File: src/rtl/axi_master_arbiter.sv
// axi_master_arbiter
//   Shares one AXI3 master port between the ICache read path, the DCache read
//   path and the DCache write-back path. One read burst and one write burst may
//   be outstanding at a time. A read to the line currently being written back
//   is held off until the write has completed.
//
// Ports
//   aclk, aresetn                      clock, asynchronous active-low reset
//   ic_rd_* / dc_rd_*                  cache read requests (req/addr/len in, gnt out)
//   ret_data, *_ret_valid, ret_last    read beats steered back to the owner
//   dc_wr_*                            write-back request, beat data/strobe,
//                                      per-beat advance (dnext), completion (done)
//   ar*/r*, aw*/w*/b*                  AXI3 master channels
module axi_master_arbiter #(
    parameter int LINE_OFF = 4
) (
    input  logic        aclk,
    input  logic        aresetn,
    input  logic        ic_rd_req,
    input  logic [31:0] ic_rd_addr,
    input  logic [7:0]  ic_rd_len,
    output logic        ic_rd_gnt,
    input  logic        dc_rd_req,
    input  logic [31:0] dc_rd_addr,
    input  logic [7:0]  dc_rd_len,
    output logic        dc_rd_gnt,
    output logic [31:0] ret_data,
    output logic        ic_ret_valid,
    output logic        dc_ret_valid,
    output logic        ret_last,
    input  logic        dc_wr_req,
    input  logic [31:0] dc_wr_addr,
    input  logic [7:0]  dc_wr_len,
    output logic        dc_wr_gnt,
    input  logic [31:0] dc_wr_data,
    input  logic [3:0]  dc_wr_strb,
    output logic        dc_wr_dnext,
    output logic        dc_wr_done,
    output logic [3:0]  arid,
    output logic [31:0] araddr,
    output logic [7:0]  arlen,
    output logic [2:0]  arsize,
    output logic [1:0]  arburst,
    output logic [1:0]  arlock,
    output logic [3:0]  arcache,
    output logic [2:0]  arprot,
    output logic        arvalid,
    input  logic        arready,
    input  logic [3:0]  rid,
    input  logic [31:0] rdata,
    input  logic [1:0]  rresp,
    input  logic        rlast,
    input  logic        rvalid,
    output logic        rready,
    output logic [3:0]  awid,
    output logic [31:0] awaddr,
    output logic [7:0]  awlen,
    output logic [2:0]  awsize,
    output logic [1:0]  awburst,
    output logic [1:0]  awlock,
    output logic [3:0]  awcache,
    output logic [2:0]  awprot,
    output logic        awvalid,
    input  logic        awready,
    output logic [3:0]  wid,
    output logic [31:0] wdata,
    output logic [3:0]  wstrb,
    output logic        wlast,
    output logic        wvalid,
    input  logic        wready,
    input  logic [3:0]  bid,
    input  logic [1:0]  bresp,
    input  logic        bvalid,
    output logic        bready
);

    typedef enum logic [1:0] {R_IDLE = 2'd0, R_AR = 2'd1, R_DATA = 2'd2} rd_state_t;
    typedef enum logic [1:0] {W_IDLE = 2'd0, W_AW = 2'd1, W_DATA = 2'd2, W_B = 2'd3} wr_state_t;

    // True when both addresses fall in the same cache line.
    function automatic logic same_line(input logic [31:0] a, input logic [31:0] b);
        return a[31:LINE_OFF] == b[31:LINE_OFF];
    endfunction

    rd_state_t   rd_state_r;
    wr_state_t   wr_state_r;
    logic        run_r;
    logic [31:0] rd_addr_r;
    logic [7:0]  rd_len_r;
    logic        rd_id_r;
    logic        arvalid_r;
    logic        rready_r;
    logic [31:0] wr_addr_r;
    logic [7:0]  wr_len_r;
    logic [7:0]  wr_cnt_r;
    logic        awvalid_r;
    logic        wvalid_r;
    logic        bready_r;
    logic        wr_done_r;

    logic        wr_gnt_s;
    logic        dc_blk_s;
    logic        ic_blk_s;
    logic        rd_idle_s;
    logic        dc_rd_gnt_s;
    logic        ic_rd_gnt_s;
    logic        r_beat_s;
    logic        w_hs_s;
    logic        wlast_s;
    logic        unused_s;

    // Grants are decided in the idle cycle itself so a new read can be taken
    // the cycle after the previous rlast. run_r keeps every output at 0 until
    // the first edge after reset release.
    assign wr_gnt_s    = run_r & (wr_state_r == W_IDLE) & dc_wr_req;
    // A read is blocked by an in-flight write to its line, or by a write to
    // its line being granted in this very cycle.
    assign dc_blk_s    = ((wr_state_r != W_IDLE) & same_line(dc_rd_addr, wr_addr_r)) |
                         (wr_gnt_s & same_line(dc_rd_addr, dc_wr_addr));
    assign ic_blk_s    = ((wr_state_r != W_IDLE) & same_line(ic_rd_addr, wr_addr_r)) |
                         (wr_gnt_s & same_line(ic_rd_addr, dc_wr_addr));
    assign rd_idle_s   = run_r & (rd_state_r == R_IDLE);
    assign dc_rd_gnt_s = rd_idle_s & dc_rd_req & ~dc_blk_s;
    assign ic_rd_gnt_s = rd_idle_s & ic_rd_req & ~ic_blk_s & ~dc_rd_gnt_s;
    assign r_beat_s    = rready_r & rvalid;
    assign w_hs_s      = wvalid_r & wready;
    assign wlast_s     = wvalid_r & (wr_cnt_r == wr_len_r);
    assign unused_s    = &{1'b0, rid, rresp, bid, bresp};

    // Marks the block as running from the first edge after reset release.
    always_ff @(posedge aclk or negedge aresetn) begin
        if (!aresetn) begin
            run_r <= 1'b0;
        end else begin
            run_r <= 1'b1;
        end
    end

    // Read FSM: arbitration, AR handshake, R beat collection.
    always_ff @(posedge aclk or negedge aresetn) begin
        if (!aresetn) begin
            rd_state_r <= R_IDLE;
            rd_addr_r  <= 32'h0000_0000;
            rd_len_r   <= 8'h00;
            rd_id_r    <= 1'b0;
            arvalid_r  <= 1'b0;
            rready_r   <= 1'b0;
        end else begin
            case (rd_state_r)
                R_IDLE: begin
                    if (dc_rd_gnt_s) begin
                        rd_addr_r  <= dc_rd_addr;
                        rd_len_r   <= dc_rd_len;
                        rd_id_r    <= 1'b1;
                        arvalid_r  <= 1'b1;
                        rd_state_r <= R_AR;
                    end else if (ic_rd_gnt_s) begin
                        rd_addr_r  <= ic_rd_addr;
                        rd_len_r   <= ic_rd_len;
                        rd_id_r    <= 1'b0;
                        arvalid_r  <= 1'b1;
                        rd_state_r <= R_AR;
                    end else begin
                        rd_state_r <= R_IDLE;
                    end
                end
                R_AR: begin
                    if (arready) begin
                        arvalid_r  <= 1'b0;
                        rready_r   <= 1'b1;
                        rd_state_r <= R_DATA;
                    end
                end
                R_DATA: begin
                    if (r_beat_s && rlast) begin
                        rready_r   <= 1'b0;
                        rd_state_r <= R_IDLE;
                    end
                end
                default: begin
                    arvalid_r  <= 1'b0;
                    rready_r   <= 1'b0;
                    rd_state_r <= R_IDLE;
                end
            endcase
        end
    end

    // Write FSM: AW handshake, counted W beats, B response.
    always_ff @(posedge aclk or negedge aresetn) begin
        if (!aresetn) begin
            wr_state_r <= W_IDLE;
            wr_addr_r  <= 32'h0000_0000;
            wr_len_r   <= 8'h00;
            wr_cnt_r   <= 8'h00;
            awvalid_r  <= 1'b0;
            wvalid_r   <= 1'b0;
            bready_r   <= 1'b0;
            wr_done_r  <= 1'b0;
        end else begin
            wr_done_r <= 1'b0;
            case (wr_state_r)
                W_IDLE: begin
                    if (wr_gnt_s) begin
                        wr_addr_r  <= dc_wr_addr;
                        wr_len_r   <= dc_wr_len;
                        wr_cnt_r   <= 8'h00;
                        awvalid_r  <= 1'b1;
                        wr_state_r <= W_AW;
                    end
                end
                W_AW: begin
                    if (awready) begin
                        awvalid_r  <= 1'b0;
                        wvalid_r   <= 1'b1;
                        wr_state_r <= W_DATA;
                    end
                end
                W_DATA: begin
                    if (w_hs_s) begin
                        wr_cnt_r <= wr_cnt_r + 8'h01;
                        if (wlast_s) begin
                            wvalid_r   <= 1'b0;
                            bready_r   <= 1'b1;
                            wr_state_r <= W_B;
                        end
                    end
                end
                W_B: begin
                    if (bvalid) begin
                        bready_r   <= 1'b0;
                        wr_done_r  <= 1'b1;
                        wr_state_r <= W_IDLE;
                    end
                end
                default: begin
                    awvalid_r  <= 1'b0;
                    wvalid_r   <= 1'b0;
                    bready_r   <= 1'b0;
                    wr_state_r <= W_IDLE;
                end
            endcase
        end
    end

    assign ic_rd_gnt    = ic_rd_gnt_s;
    assign dc_rd_gnt    = dc_rd_gnt_s;
    assign dc_wr_gnt    = wr_gnt_s;
    // Beats are steered by the latched requester id; rid is not consulted.
    assign ret_data     = r_beat_s ? rdata : 32'h0000_0000;
    assign ic_ret_valid = r_beat_s & ~rd_id_r;
    assign dc_ret_valid = r_beat_s & rd_id_r;
    assign ret_last     = r_beat_s & rlast;
    assign dc_wr_dnext  = w_hs_s;
    assign dc_wr_done   = wr_done_r;

    assign arid    = {3'b000, rd_id_r};
    assign araddr  = rd_addr_r;
    assign arlen   = rd_len_r;
    assign arsize  = run_r ? 3'd2 : 3'd0;
    assign arburst = {1'b0, run_r};
    assign arlock  = 2'b00;
    assign arcache = 4'b0000;
    assign arprot  = 3'b000;
    assign arvalid = arvalid_r;
    assign rready  = rready_r;

    assign awid    = {3'b000, run_r};
    assign awaddr  = wr_addr_r;
    assign awlen   = wr_len_r;
    assign awsize  = run_r ? 3'd2 : 3'd0;
    assign awburst = {1'b0, run_r};
    assign awlock  = 2'b00;
    assign awcache = 4'b0000;
    assign awprot  = 3'b000;
    assign awvalid = awvalid_r;
    assign wid     = {3'b000, run_r};
    assign wdata   = wvalid_r ? dc_wr_data : 32'h0000_0000;
    assign wstrb   = wvalid_r ? dc_wr_strb : 4'b0000;
    assign wlast   = wlast_s;
    assign wvalid  = wvalid_r;
    assign bready  = bready_r;

endmodule
File: config.mk
export PLATFORM = sky130hd
export DESIGN_NAME = axi_master_arbiter
export DESIGN_NICKNAME = d
export VERILOG_FILES = /design/src/rtl/axi_master_arbiter.sv
export SDC_FILE = /design/constraint.sdc
export NUM_CORES = 1
export LEC_CHECK = 0
export CORE_AREA = 2 2 162 164
export CTS_CLUSTER_SIZE = 12
export DETAILED_ROUTE_END_ITERATION = 8
export DIE_AREA = 0 0 164 166
export PLACE_DENSITY_LB_ADDON = 0.05
export SYNTH_ARGS = -nofsm -noshare
export SYNTH_HDL_FRONTEND = slang
export SYNTH_SLANG_ARGS = --single-unit
export TNS_END_PERCENT = 5
File: constraint.sdc
create_clock -name aclk -period 2.35 [get_ports aclk]
set_input_delay 0.3525 -clock aclk [delete_from_list [all_inputs] [get_ports aclk]]
set_output_delay 0.3525 -clock aclk [all_outputs]
set_load 0.01 [all_outputs]
==> metrics.md <==
| Metric | Value |
|---|---|
| Worst-margin pin slew | `0.578 ns` |
| Design area | `0.0121 mm2` |
| Number of synthesized flops with an enable pin | `0` |
| Boundary pin count | `413` |
| GPL Wtd Cong | `0.797` |
| HP Start | `dc_rd_addr[28]` |
| Area share of and/or/nand/nor cells after synthesis | `21.2%` |
| First-pass GRT wire length | `45.8 mm` |
| Async S/R FF share, synth | `100%` |
| Port bufs | `367` |
| Rel. slew slack | `61.5%` |
| Mapped Area | `0.00672 mm2` |
| Worst-path clk slew | `0.07 ns` |
| Sequential area share after synthesis | `37.2%` |
| FF-to-FF Start | `awaddr[13]` |
| Cells after Synth | `705` |
| Full die area | `0.0272 mm2` |
| DR iter-0 viols | `368` |
| Core footprint | `0.0256 mm2` |
| Final setup fails | `43` |
| Clock root buffer | `clkbuf_16` |
| Worst EP required | `2.00 ns` |
| Synth Register Bits | `100` |
| Worst Setup Path Type | `primary input to output pin` |
| GR Util All Layers | `22.6%` |
| Vias in the first global route | `7243` |
| Post-synthesis mux area share | `7.33%` |
| Fin Setup TNS | `-4.64 ns` |
| Fmax | `374 MHz` |
| Final worst slack | `-0.324 ns` |
| Detail-routed via count per cell | `4.68` |
| 1st-pass router iterations | `4` |
| Yosys cell types | `46` |
| Yosys top cell area share | `37.2%` |
| Hold path cells | `3` |
| Area grow syn2layout | `79.9%` |
| Final cycle utilization of the critical path | `114%` |
| Fin cells | `1510` |
| Failing checks | `negative setup slack` |
| FP Rows | `59` |
| Skew-Pair Late Insertion Delay | `0.37 ns` |
| Synth Warn # | `0` |
| Flop-to-flop setup slack | `-0.11 ns` |
| Total of max-cap violations | `0` |
| Commonest cells post-synth | `dfrtp_1, xor2_1, nor3_1` |
| RSZ-0062 raised after global routing | `yes` |
| Pins Over Slew Limit | `0` |
| Status | `finished, violations left` |
| Post-route ant nets | `0` |
| CTS tree | `yes` |
| CTS Buffer Depth | `2` |
| Worst min path class | `primary input to flip-flop` |
| Overflow after GRT | `0` |
| Area share of fa/ha/maj cells after synthesis | `1.12%` |
| WL/cell | `20.7 um` |
| Hold EP | `araddr[28]` |
| Dpl hpwl | `24.0 mm` |
| Die Span X | `164 um` |
| Post-layout nets | `1385` |
| CTS buffer count | `9` |
| Vias | `7065` |
| Share of cells above drive strength 1 | `19.4%` |
| Xor and xnor area share after synthesis | `16.4%` |
| Initial antenna violation count | `7` |
| Crit path time final | `2.67 ns` |
| Design Power | `0.0118 W` |
| Mapped Avg Cell Area | `9.54 um2` |
| Drt drc | `0` |
| Power per cell area | `979 mW/mm2` |
| Peak VDD IR | `0.000419 V` |
| Synth Area in Compound Gates | `8.49%` |
| Critical Path Fanout Max | `3` |
| Drt total wl | `31.2 mm` |
| Starting Density | `26.2%` |
| Cell Area, Placed | `0.0115 mm2` |
| CP endpoint kind | `output pin` |
| Main combinational cell family by area after synthesis | `simple AND/OR/NAND/NOR gates` |
| Placed cell count | `1483` |
| Final Hold Viols | `0` |
| Die height | `166 um` |
| R2r endpoint | `arlen[5]` |
| Leading area contributor after synthesis | `dfrtp_1` |
| Worst setup SP type | `primary input` |
| Clock Skew | `0.0103 ns` |
| CTS sink cnt | `100` |
| Htree depth | `3` |
| Critical Path AT | `2.32 ns` |
| Fin util | `47.2%` |
| Synth top area cells | `dfrtp_1, xor2_1, mux2_2` |
| Largest net degree at the start of global routing | `81` |
| Reg2Reg Depth | `9` |
| Lkg Pwr | `5.11 nW` |
| Main synth FF type | `dfrtp_1` |
## cells in the final DEF, fill, tap and decap left out, drive strengths merged, types with 3 or more instances in the layout
master         synthesis  layout
clkdlybuf4s50          0     342
buf                   57     140
dfrtp                100     100
xor2                 100     100
nor3                  45      45
o21ai                 45      45
mux2                  42      42
nand3b                41      41
a31oi                 40      40
and2                  37      37
and3                  37      37
conb                   2      34
xnor2                 26      26
nor4                  23      23
nor2                  16      16
dlygate4sd2            0      15
nand4                 13      13
nand2                 10      10
clkbuf                28       9
inv                    9       9
dlymetal6s2s           0       7
ha                     6       6
nand3                  6       6
diode                  0       4
clkinv                 1       3
## state kept, by name, summed over array words and instances (netlist names), 2 cells and up
signal	cells
arlen	8
awlen	8
awaddr	32
araddr	32
wr_cnt_r	8
wr_state_r	2
rd_state_r	2
## layout make-up
type / instances / area [um2]
Sequential cell: 100 / 2500
Inverter: 10 / 45.0
Tap cell: 335 / 419
Clock buffer: 9 / 225
Multi-Input combinational cell: 542 / 4000
Antenna cell: 4 / 10.0
Clock inverter: 5 / 55.1
Timing Repair Buffer: 505 / 4840
Fill cell: 2518 / 13500
## where the power goes
part | switching, W | internal [W]
sequential | 0.000619 | 0.00254
clock | 0.000737 | 0.000813
combinational | 0.00313 | 0.00400
## critical path: stages
cell and delay, ns:
clkdlybuf4s50_1 0.49, xor2_1 0.20, nor4_1 0.29, nand4_1 0.23, nor4_4 0.38, nand2b_4 0.22, nor2_4 0.04, buf_6 0.11
## how the worst max path moves through the flow
| stage | start | end |
|---|---|---|
| floorplan | awaddr[23] | ic_rd_gnt |
| global placement | ic_rd_addr[10] | ic_rd_gnt |
| detailed placement | ic_rd_addr[10] | araddr[11] |
| CTS | awaddr[16] | ic_rd_gnt |
| global route | awaddr[13] | ic_rd_gnt |
| finish | ic_rd_addr[4] | ic_rd_gnt |
## metrics by stage
step	worst slack, ns	hold slack [ns]
2_1_floorplan	0.165	0.0569
3_3_place_gp	-1.19	0.353
3_5_place_dp	-1.17	0.358
4_1_cts	-0.474	0.498
5_1_grt	-0.392	0.432
6_report	-0.324	0.424
## cells by family after synthesis
logic type	count (synthesis)
and+or+nand+nor	235
xor gates and xnor gates	126
DFF	100
AOI/OAI and AO/OA	97
buffers and inverters	95
muxes	44
adders and majority gates	6
other	2
## per-layer routing
metal  wire length [um]  vias up  global-route usage (%)  part of all wire (%)
met1              12300     3428                    26.9                    39
met3               2260       30                    5.17                   7.2
li1                   -     3343                       -                     -
met2              16100      258                    40.5                    52
met5                 38        -                       0                  0.12
met4                485        6                    6.03                   1.6
## repair_timing
item	in CTS	in global routing
endpoints found under the hold margin	30	0
hold buffers	1	0
resized for setup	59	27
buffers inserted	5	3
setup endpoints to repair	46	46
pin swaps	39	29
(Power assumes the default switching activity.)
